==> config.mk <==
export PLATFORM = sky130hd
export DESIGN_NAME = mux_arb
export DESIGN_NICKNAME = d
export VERILOG_FILES = /design/src/rtl/mux_arb.sv
export SDC_FILE = /design/constraint.sdc
export NUM_CORES = 1
export LEC_CHECK = 0
export BUFFER_PORTS_ARGS = -buffer_cell sky130_fd_sc_hd__buf_2
export CORE_MARGIN = 1.5
export CORE_UTILIZATION = 32
export DETAILED_ROUTE_END_ITERATION = 10
export MAX_ROUTING_LAYER = met4
export PLACE_DENSITY = 0.66
export SETUP_SLACK_MARGIN = 0.4
export SLEW_MARGIN = 20
export SYNTH_ARGS = -nofsm -noshare
export SYNTH_HDL_FRONTEND = slang
export SYNTH_SLANG_ARGS = --single-unit
==> constraint.sdc <==
create_clock -name clk -period 1.9 [get_ports clk]
set_input_delay 0.38 -clock clk [delete_from_list [all_inputs] [get_ports clk]]
set_output_delay 0.38 -clock clk [all_outputs]
set_load 0.02 [all_outputs]
==> src/rtl/mux_arb.sv <==
// mux_arb: N-channel valid/ready multiplexer with a single registered output
// stage. Arbitration is either fixed priority (lowest index wins) or
// round-robin (search starts at the channel after the last one served).
// in_ready is combinational so a drain and a fresh load share one edge.
module mux_arb #(
    parameter int WIDTH    = 32,
    parameter int CHANNELS = 4,
    parameter int MODE     = 0,
    localparam int CW      = (CHANNELS > 2) ? $clog2(CHANNELS) : 1
) (
    input  logic                      clk,
    input  logic                      reset,
    input  logic [CHANNELS-1:0]       in_valid,
    input  logic [CHANNELS*WIDTH-1:0] in_data,
    output logic [CHANNELS-1:0]       in_ready,
    output logic                      out_valid,
    output logic [WIDTH-1:0]          out_data,
    output logic [CW-1:0]             out_channel,
    input  logic                      out_ready
);

    logic              out_valid_r;
    logic [WIDTH-1:0]  out_data_r;
    logic [CW-1:0]     out_channel_r;
    logic [CW-1:0]     ptr_r;

    logic [CW-1:0]       start_s;
    logic [CW-1:0]       grant_s;
    logic [CW-1:0]       next_ptr_s;
    logic                found_s;
    logic                load_s;
    logic [CHANNELS-1:0] in_ready_s;
    logic [WIDTH-1:0]    sel_data_s;
    int                  idx_v;

    // Search origin: always channel 0 for fixed priority, the pointer otherwise.
    always_comb begin
        start_s = '0;
        if (MODE == 1) begin
            start_s = ptr_r;
        end else begin
            start_s = '0;
        end
    end

    // Find the first requesting channel from the search origin, with wrap.
    always_comb begin
        grant_s = '0;
        found_s = 1'b0;
        idx_v   = 0;
        for (int k = 0; k < CHANNELS; k++) begin
            idx_v = int'(start_s) + k;
            if (idx_v >= CHANNELS) begin
                idx_v = idx_v - CHANNELS;
            end else begin
                idx_v = idx_v;
            end
            if (!found_s && in_valid[idx_v]) begin
                found_s = 1'b1;
                grant_s = CW'(idx_v);
            end else begin
                found_s = found_s;
            end
        end
    end

    // The output stage accepts a word when it is empty or draining; never in reset.
    always_comb begin
        load_s = 1'b0;
        if (reset) begin
            load_s = 1'b0;
        end else begin
            load_s = (!out_valid_r || out_ready) && found_s;
        end
    end

    // One-hot accept toward the granted channel only on a load cycle.
    always_comb begin
        in_ready_s = '0;
        if (load_s) begin
            in_ready_s[grant_s] = 1'b1;
        end else begin
            in_ready_s = '0;
        end
    end

    // Pointer advances to the channel just after the one granted, wrapping.
    always_comb begin
        next_ptr_s = '0;
        if (grant_s == CW'(CHANNELS - 1)) begin
            next_ptr_s = '0;
        end else begin
            next_ptr_s = grant_s + CW'(1);
        end
    end

    assign sel_data_s = in_data[int'(grant_s)*WIDTH +: WIDTH];

    // Output register and round-robin pointer update.
    always_ff @(posedge clk) begin
        if (reset) begin
            out_valid_r   <= 1'b0;
            out_data_r    <= '0;
            out_channel_r <= '0;
            ptr_r         <= '0;
        end else if (load_s) begin
            out_valid_r   <= 1'b1;
            out_data_r    <= sel_data_s;
            out_channel_r <= grant_s;
            if (MODE == 1) begin
                ptr_r <= next_ptr_s;
            end else begin
                ptr_r <= '0;
            end
        end else if (out_valid_r && out_ready) begin
            out_valid_r <= 1'b0;
        end else begin
            out_valid_r <= out_valid_r;
        end
    end

    assign in_ready    = in_ready_s;
    assign out_valid   = out_valid_r;
    assign out_data    = out_data_r;
    assign out_channel = out_channel_r;

endmodule

* Yosys cells after proc, flatten, opt, wreduce, memory -nomap -nowiden
Cells that the tools add are included. Widths: inputs -> output; s select.
Cells by class: shift-type cells 1, reductions and logical operators 12, $lt $le $gt $ge 2, mux-type cells 13
Operator list (count):
- $shiftx 128x8->32 | 1
- $mux 1 | 9
- $logic_and 1x1->1 | 6
- $logic_not 1->1 | 4
- $mux 2 | 2
- $mux 4 | 1
- $lt 2x3->1 const B | 1
- $demux 1 s2 | 1
- $ge 2x1->1 const B | 1
- $reduce_bool 2->1 | 1
- $logic_or 1x1->1 | 1
Storage, ports and cells: flip-flop bits (word level) 35, word-level logic and storage cells 31, input bits 135, output and inout bits 39

* Depth between registers and ports, before layout
depth after elaboration 15, mapped depth 6, mapped depth without buffers 4

* Worst setup path after synthesis
Ideal clock, no wire load.
kind input to output, start point input in_valid[2], end point output in_ready[2], stages on the path 4, arrival time 1.415 ns, path slack 0.105 ns, path through buf_2 > clkbuf_1 > inv_1 > nor3_1
Between the ends: longest elaborated chain between the ends 10, elaborated cells on any way between the ends 15
Ends and longest elaborated chain:
- start, declared | line 13 | input logic [CHANNELS-1:0] in_valid,
- $logic_and 1x1->1 (*) | line 58 | if (!found_s && in_valid[idx_v]) begin
- $mux 1 | line 58
- $logic_not 1->1 | line 58
- $logic_and 1x1->1 | line 58
- $mux 2 | line 58
- $lt 2x3->1 (implied by the code) / $ge 2x1->1 (equally long branches) | line 81 | in_ready_s[grant_s] = 1'b1;
- $logic_and 1x1->1 (implied by the code) | line 81
- $mux 1 (implied by the code) | line 81
- $demux 1 s2 | line 81
- $mux 4 (*) | line 80 | if (load_s) begin
- end, declared | line 15 | output logic [CHANNELS-1:0] in_ready,
Every way passes the cells marked *; elsewhere a longest branch is shown, timed or not.

* Final worst setup path
start point register out_valid_r (netlist: out_valid), end point output in_ready[1]
Between the ends: longest elaborated chain between the ends 5
Ends and longest elaborated chain:
- start, declared | line 22 | logic out_valid_r;
- start signal, assigned | line 118 | out_valid_r <= out_valid_r;
- $logic_not 1->1 | line 73 | load_s = (!out_valid_r || out_ready) && found_s;
- $logic_or 1x1->1 | line 73
- $logic_and 1x1->1 | line 73
- $mux 1 | line 70 | if (reset) begin
- $mux 4 | line 80
No other way between the ends.

==> impl_metrics.py <==
metrics = {
    "outcome": {
        "outcome": "finished clean",
    },
    "synthesis": {
        "avgSynthCellArea_um2": 8.67,
        "synth_flop_cell": "dfxtp_1",
        "synth-seq-area-share_pct": 31.9,
        "synth_fp_nets": 388,
        "syn_inst": 253,
        "synthArstFlopShare_pct": 0,
        "synth_cell_types": 26,
        "synth_edf_count": 0,
        "synth-warning-count": 0,
        "netlist_area_mm2": 0.00219,
        "ys_ff_latch": 35,
    },
    "sta": {
        "rsz0062_at_grt": "yes",
        "tns_ns": 0,
        "relSlewSlack_pct": 77.8,
        "slew_viol_final": 0,
        "fin_crit_sh_pct": 79.4,
        "setup_violations": 0,
        "fin_skew_ns": 0.00269,
        "hold_violations": 0,
        "fmax_mhz": 663,
        "tightestPinTransition_ns": 0.330,
        "whs_ns": 0.349,
        "min_period_ns": 1.51,
    },
    "clocking": {
        "cts.reportedPaths.clkPinSlew_ns": 0.07,
        "clockRootBuffer": "clkbuf_8",
        "clockBufferDepth": 2,
        "cts-htree-levels": 2,
        "clk_latency_ns": 0.28,
        "cts_hold_buf": 0,
        "clkSinkCount": 35,
        "tritoncts": "yes",
        "cts_buffers": 5,
    },
    "power_and_ir_drop": {
        "power_density_mw_per_mm2": 621,
        "switchingPower_uw": 689,
        "switching_share_pct": 32.4,
        "vdd.ir_drop.worst_mv": 0.240,
        "pwr-share-clk_pct": 23.2,
        "combinationalPowerShare_pct": 36.2,
        "p_leak_nw": 1.71,
        "power.internal_mw": 1.44,
        "seqPwrFrac_pct": 40.6,
    },
    "floorplanning": {
        "initial_utilization_pct": 33.8,
        "dieWidth_um": 85.8,
        "die-area_mm2": 0.00736,
        "core_region_area_mm2": 0.00649,
        "chipHeight_um": 85.8,
        "ios": 174,
        "core.rowCount": 29,
    },
    "global_route": {
        "globalRouteTotalUtil_pct": 21.8,
        "grt_pass1_wl_um": 12300,
        "grt_max_degree": 32,
        "grt_overflow_total": 0,
        "first_global_vias": 2657,
        "antenna_found_initial": 0,
    },
    "hold_path": {
        "min_to": "out_valid",
        "min_path_cells": 2,
        "hold_path_class": "input pin to flip-flop",
        "min_from": "reset",
    },
    "run": {
        "cap_viol_max_count": 0,
    },
    "routing": {
        "wl_um": 7900,
        "via_per_inst": 5.43,
        "ant_nets": 0,
        "dr.pass1.iters": 4,
        "detail_route.iter0.violations": 109,
        "wl_per_cell_um": 15.8,
        "vias": 2716,
        "drc": 0,
    },
    "critical_path": {
        "r2r_start": "out_valid",
        "reg2reg_depth": 5,
        "worstSetupPathType": "flip-flop to output port",
        "endpoint_kind": "output port",
        "regToRegSetupSlack_ns": 0.48,
        "crit_fanout": 3,
        "arrival_ns": 1.13,
        "regToRegEndpoint": "out_data[11]",
        "start_kind": "flip-flop",
        "required_ns": 1.52,
    },
    "finish": {
        "final_cell_mix": "buf_2 (168), dfxtp_1 (34), nor2_1 (33)",
        "drive_gt1_share_pct": 51.3,
        "antennaDiodeCount": 0,
        "final_common_cell": "buf_2",
        "syn_to_final_growth_pct": 56.2,
        "final_nets": 559,
    },
    "place": {
        "place.gp.congestion": 0.811,
        "dp.final_hpwl_um": 5960,
        "port_buffers": 173,
    },
}
-- area by class of cell --
class | instances | area [um^2]
Timing Repair Buffer | 193 | 1110
Multi-Input combinational cell | 185 | 1430
Clock buffer | 6 | 72.6
Fill cell | 639 | 3070
Inverter | 4 | 18.8
Tap cell | 77 | 96.3
Sequential cell | 35 | 702
-- power groups by stage --
| stage | clock network [mW] | logic, mW | registers [mW] |
|---|---|---|---|
| final | 0.494 | 0.771 | 0.863 |
| after global routing | 0.558 | 0.838 | 0.871 |
| after CTS | 0.514 | 0.772 | 0.862 |
| after detailed placement | 0 | 0.747 | 0.877 |
| after global placement | 0 | 0.738 | 0.876 |
| after floorplan | 0 | 0.339 | 0.975 |
-- synth_stat cells (2+ instances only) --
| cell type | instances | share of area [%] |
|---|---|---|
| dfxtp_1 | 35 | 32 |
| a221o_1 | 31 | 14 |
| and2b_1 | 9 | 3.1 |
| a22o_1 | 30 | 12 |
| nor2b_1 | 22 | 6.3 |
| buf_2 | 14 | 3.2 |
| a21oi_1 | 4 | 0.91 |
| nor2_1 | 36 | 6.2 |
| nor3_1 | 3 | 0.68 |
| nand2_1 | 3 | 0.51 |
| clkbuf_1 | 15 | 2.6 |
| a221oi_1 | 30 | 12 |
| nand2b_1 | 3 | 0.86 |
| inv_1 | 4 | 0.68 |
| a31oi_1 | 2 | 0.57 |
| mux2_2 | 2 | 1.0 |
-- kinds of logic (layout without fill, tap and decap cells) --
group | after synthesis | count (layout) | share of synthesized area [%]
simple gates | 83 | 83 | 20.0
buf+inv | 33 | 203 | 6.44
flops | 35 | 35 | 31.9
mux | 2 | 2 | 1.03
compound gates | 100 | 100 | 40.6
-- routing by layer --
layer | GRT usage [%] | vias up | share of wire, % | wire [um]
met5 | - | - | 0 | 0
met4 | 5.43 | 0 | 0.95 | 75
met3 | 4.14 | 8 | 6.0 | 472
met2 | 38.9 | 108 | 51 | 4050
met1 | 25.2 | 1258 | 42 | 3300
li1 | - | 1342 | - | -
-- sequential cells by signal, summed over array words and instances (netlist names) --
name         count
out_data        32
out_valid        1
out_channel      2
-- how the worst max path moves through the flow --
stage	from	endpoint	slack [ns]	depth (start not counted)
2_1_floorplan	out_ready	in_ready[2]	0.36	4
3_3_place_gp	in_valid[1]	out_data[10]	0.15	7
3_5_place_dp	in_valid[1]	out_data[10]	0.12	7
4_1_cts	in_valid[0]	in_ready[3]	0.34	5
5_1_grt	out_valid	in_ready[1]	0.33	4
6_report	out_valid	in_ready[1]	0.39	4
-- what timing repair did --
item / 4_1_cts / 5_1_grt
endpoints found under the setup margin: 4 / 35
setup buffers: 5 / 0
pin swaps: 4 / 2
cloned: 0 / 0
gates resized for setup: 22 / 3
-- worst max-delay path, cell delays in order, from the launching register on --
cell	delay, ns
dfxtp_2	0.36
nor2b_4	0.17
nor2_2	0.05
and3_1	0.15
buf_6	0.13
-- per-stage QoR --
stage	power (mW)	cell area [um^2]	cells	worst slack (ns)	util (%)
after floorplan	1.31	2280	253	0.360	-
after global placement	1.61	3230	489	0.152	49.7
after detailed placement	1.62	3230	489	0.122	49.7
after CTS	2.15	3410	500	0.340	52.5
after global routing	2.27	3430	500	0.326	52.8
final	2.13	3430	500	0.391	52.8
Note: power is estimated with default switching activity, not from simulation.
